$ cat src/rtl/network_output_argmax.sv
// Stream argmax classifier: collects N signed words per vector and tracks the running maximum.
// It emits one {index, value} result per vector through a valid/ready handshake.
module network_output_argmax #(
    parameter int T = 16,
    parameter int N = 16
) (
    input  logic                 clk,
    input  logic                 reset,
    input  logic                 s_valid,
    output logic                 s_ready,
    input  logic [T-1:0]         data_in,
    output logic                 m_valid,
    input  logic                 m_ready,
    output logic [$clog2(N)-1:0] max_index,
    output logic [T-1:0]         max_value,
    output logic [31:0]          vec_count
);

    localparam int IW = $clog2(N);
    localparam logic [IW-1:0] LAST = IW'(N - 1);

    typedef enum logic {
        COLLECT = 1'b0,
        EMIT    = 1'b1
    } state_t;

    state_t          r_state;
    state_t          w_state_next;
    logic [IW-1:0]   r_cnt;
    logic [IW-1:0]   w_cnt_next;
    logic            r_s_ready;
    logic            r_m_valid;
    logic            w_s_ready_next;
    logic            w_m_valid_next;
    logic [T-1:0]    r_max_value;
    logic [IW-1:0]   r_max_index;
    logic [31:0]     r_vec_count;

    logic            w_word_acc;
    logic            w_res_acc;
    logic            w_greater;

    assign w_word_acc = s_valid && r_s_ready;
    assign w_res_acc  = r_m_valid && m_ready;
    assign w_greater  = $signed(data_in) > $signed(r_max_value);

    always_comb begin
        w_state_next   = r_state;
        w_cnt_next     = r_cnt;
        w_s_ready_next = 1'b0;
        w_m_valid_next = 1'b0;
        case (r_state)
            COLLECT: begin
                if (w_word_acc) begin
                    if (r_cnt == LAST) begin
                        w_cnt_next   = '0;
                        w_state_next = EMIT;
                    end else begin
                        w_cnt_next = r_cnt + IW'(1);
                    end
                end
            end
            EMIT: begin
                if (w_res_acc) begin
                    w_state_next = COLLECT;
                end
            end
            default: begin
                w_state_next = COLLECT;
                w_cnt_next   = '0;
            end
        endcase
        // Handshake flags are flopped from the next state, so neither depends on s_valid/m_ready combinationally.
        w_s_ready_next = (w_state_next == COLLECT);
        w_m_valid_next = (w_state_next == EMIT);
    end

    always_ff @(posedge clk or negedge reset) begin
        if (!reset) begin
            r_state   <= COLLECT;
            r_cnt     <= '0;
            r_s_ready <= 1'b0;
            r_m_valid <= 1'b0;
        end else begin
            r_state   <= w_state_next;
            r_cnt     <= w_cnt_next;
            r_s_ready <= w_s_ready_next;
            r_m_valid <= w_m_valid_next;
        end
    end

    // Word 0 always seeds the maximum; later words replace it only when strictly greater.
    always_ff @(posedge clk or negedge reset) begin
        if (!reset) begin
            r_max_value <= '0;
            r_max_index <= '0;
        end else if (w_word_acc) begin
            if ((r_cnt == '0) || w_greater) begin
                r_max_value <= data_in;
                r_max_index <= r_cnt;
            end
        end
    end

    always_ff @(posedge clk or negedge reset) begin
        if (!reset) begin
            r_vec_count <= '0;
        end else if (w_res_acc) begin
            r_vec_count <= r_vec_count + 32'd1;
        end
    end

    assign s_ready   = r_s_ready;
    assign m_valid   = r_m_valid;
    assign max_index = r_max_index;
    assign max_value = r_max_value;
    assign vec_count = r_vec_count;

endmodule

$ cat config.mk
export PLATFORM = sky130hd
export DESIGN_NAME = network_output_argmax
export DESIGN_NICKNAME = d
export VERILOG_FILES = /design/src/rtl/network_output_argmax.sv
export SDC_FILE = /design/constraint.sdc
export NUM_CORES = 1
export LEC_CHECK = 0
export CORE_MARGIN = 4
export CORE_UTILIZATION = 40
export CTS_BUF_LIST = sky130_fd_sc_hd__clkbuf_16
export CTS_CLUSTER_DIAMETER = 60
export DETAILED_ROUTE_END_ITERATION = 8
export DONT_BUFFER_PORTS = 1
export REMOVE_ABC_BUFFERS = 1
export SLEW_MARGIN = 20
export SYNTH_ARGS = -nofsm -noshare
export SYNTH_HDL_FRONTEND = slang
export SYNTH_SLANG_ARGS = --single-unit
$ cat constraint.sdc
create_clock -name clk -period 6.1 [get_ports clk]
set_input_delay 1.22 -clock clk [delete_from_list [all_inputs] [get_ports clk]]
set_output_delay 1.22 -clock clk [all_outputs]
set_load 0.1 [all_outputs]
==> metrics.md <==
| Metric | Value |
|---|---|
| Outcome | `finished clean` |
| Cell total after placement | `346` |
| Total iterations of the first detailed-routing run | `4` |
| Synth Register Bits | `58` |
| Crit share post-route | `0.582` |
| # rows | `30` |
| Initial antenna violation count | `0` |
| Crit. End Element | `register` |
| Setup TNS Final | `0 ns` |
| Critical path startpoint category | `register` |
| Overflow after GRT | `0` |
| Ys flop type | `dfrtp_1` |
| Gp weighted congestion | `0.800` |
| Relative max-transition margin | `0.313` |
| Vias in the first global route | `1931` |
| Worst EP arrival | `3.74 ns` |
| Pre-CTS setup slack | `2.36 ns` |
| Die area | `8570 sq um` |
| Synth Cell Area | `2860 sq um` |
| Share of layout cells above drive strength 1 | `0.0940` |
| Post-CTS setup buffers | `0` |
| Die height | `92.6 um` |
| Port buffer count | `0` |
| FF+latch area | `1450 sq um` |
| Largest cells by area after synthesis | `dfrtp_1 (51%), ha_1 (8.3%), mux2_1 (7.9%)` |
| Routed vias | `1842` |
| Sequential share of the synthesized area | `0.507` |
| Leak pwr | `1.54 nW` |
| Fin cells | `362` |
| Post-synth EDFFs | `0` |
| Synth top area share | `0.507` |
| CTS clock-pin slew for the worst setup and hold paths | `0.05 ns` |
| Mean Syn Cell Area | `11.4 sq um` |
| Unrepaired setup endpoints after global routing | `no` |
| Hold buffer count at cts | `0` |
| Worst vdd ir | `0.213 mV` |
| N_diodes | `0` |
| Clock Skew | `0.00463 ns` |
| Fin util | `0.485` |
| IO Count | `74` |
| Worst Hold Margin | `0.530 ns` |
| Most frequent cell after synthesis | `dfrtp_1` |
| CTS sink cnt | `58` |
| Residual DRC | `0` |
| Crit path from | `max_value[7]` |
| Cts repair resizes | `0` |
| Routed len/inst | `15.1 um` |
| Yosys warns | `0` |
| Vias per inst | `5.09` |
| Largest net degree at the start of global routing | `59` |
| CTS Buf Count | `9` |
| Slew of the pin with the lowest slew margin | `1.03 ns` |
| Area of the multi-input gates | `1300 sq um` |
| Worst-Skew Late Latency | `0.31 ns` |
| Final Max Tran Viols | `0` |
| Die X | `92.6 um` |
| Tmin final | `3.55 ns` |
| Power Density | `613 nW/um^2` |
| Nets@finish | `300` |
| Hold Path Origin | `r_cnt[3]` |
| CTS root buf | `clkbuf_16` |
| Crit Path Max Fanout | `11` |
| Hold Violations, Final | `0` |
| Final setup vio count | `0` |
| Initial Util | `0.417` |
| RR Startpoint | `max_value[7]` |
| CTS tree | `yes` |
| Synth unique cells | `35` |
| Cell area after placement | `2970 sq um` |
| Ys async rst share | `1.00` |
| WL final | `5480 um` |
| Achievable frequency | `282 MHz` |
| Area growth, synth to finish | `16.4%` |
| H-Tree Depth | `3` |
| Global-route wire length before repair | `9640 um` |
| Post-DRT Antenna Nets | `0` |
| Violation count after the first detailed-route iteration | `39` |
| Total Power | `2.04 mW` |
| CTS max path bufs | `2` |
| FILL cells | `625` |
| Hold Crit Class | `register to register` |
| Synth area leader | `dfrtp_1` |
| Total core area | `6870 sq um` |
| Worst path required time | `6.29 ns` |
| Worst setup margin | `2.55 ns` |
| Max-cap violations | `0` |
| Syn Inst Count | `252` |
| Critical path type | `register to register` |
| Tot GR Track Use | `0.143` |
| Hpwl dp | `4070 um` |
| Post-synth top cells | `dfrtp_1 (58), inv_1 (25), xnor2_1 (25), mux2_1 (20), nand2_1 (20)` |
| Fin area | `3330 sq um` |
-- logic make-up after synthesis --
logic type      Yosys count  synth area share
compound gates           20            0.0411
xor+xnor                 32            0.0979
fa+ha+maj                19            0.0831
buf+inv                  28            0.0398
flops                    58             0.507
mux                      22            0.0861
simple gates             73             0.145
-- metal layers --
metal  track usage  share of wire  routed length, um  vias to the layer above
li1              -              -                  -                      884
met1         0.176           0.44               2390                      899
met2         0.222           0.47               2580                       55
met3        0.0536          0.084                463                        4
met4        0.0668         0.0082                 45                        0
met5             0              0                  0                        -
-- path summary, 6_finish.rpt --
check | to | slack, ns | cells past startpoint
setup / recovery | max_value[0] | 2.55 | 9
hold / removal | r_cnt[3] | 0.53 | 1
setup reg to reg | max_value[0] | 2.55 | 9
hold reg to reg | r_cnt[3] | 0.53 | 1
max in group asynchronous | vec_count[26] | 5.40 | 0
min in group asynchronous | s_ready | 0.60 | 0
-- critical path: stages, from the launching register on --
cell and delay (ns):
dfrtp_1 0.95, inv_1 0.10, ha_1 0.34, nand4_1 0.16, o221ai_1 0.20, a21oi_1 0.06, o31ai_1 0.29, mux2i_2 0.67
buf_4 0.32, mux2_1 0.34
-- final cells by class --
class | count | share of cell area
Clock buffer | 9 | 0.0676
Clock inverter | 7 | 0.0398
Inverter | 25 | 0.0282
Multi-Input combinational cell | 166 | 0.390
Sequential cell | 58 | 0.436
Tap cell | 96 | 0.0361
Timing Repair Buffer | 1 | 0.00225
-- placed cells by master, fill, tap and decap left out, drive strengths merged --
cell | synthesis | final
nand4 | 11 | 11
o31ai | 1 | 1
and4 | 1 | 1
nor4 | 2 | 2
nor3b | 1 | 1
or3 | 1 | 1
clkbuf | 0 | 9
or2 | 1 | 1
a31oi | 1 | 1
nor3 | 5 | 5
and2 | 2 | 2
nand2 | 20 | 20
dfrtp | 58 | 58
xnor2 | 25 | 25
o21ai | 5 | 5
mux2 | 21 | 21
a311oi | 1 | 1
nand3 | 15 | 15
and3 | 4 | 4
inv | 25 | 26
nand4b | 1 | 1
bufinv | 0 | 4
clkinv | 0 | 2
ha | 19 | 19
a21o | 1 | 1
o221ai | 1 | 1
nor2 | 9 | 9
a21oi | 9 | 9
o41ai | 1 | 1
buf | 3 | 1
xor2 | 7 | 7
mux2i | 1 | 1
-- where the power goes --
| group | switching [mW] | total, mW | leakage, nW | internal (mW) |
|---|---|---|---|---|
| sequential | 0.651 | 1.11 | 0.747 | 0.462 |
| clock | 0.165 | 0.601 | 0.178 | 0.436 |
| combinational | 0.164 | 0.328 | 0.616 | 0.164 |
| total | 0.980 | 2.04 | 1.54 | 1.06 |
-- sequential cells by signal (all words and copies together) (netlist names) --
register	cells
max_index	4
s_ready	1
max_value	16
vec_count	32
m_valid	1
r_cnt	4
Power figures use the tool's default switching activity.
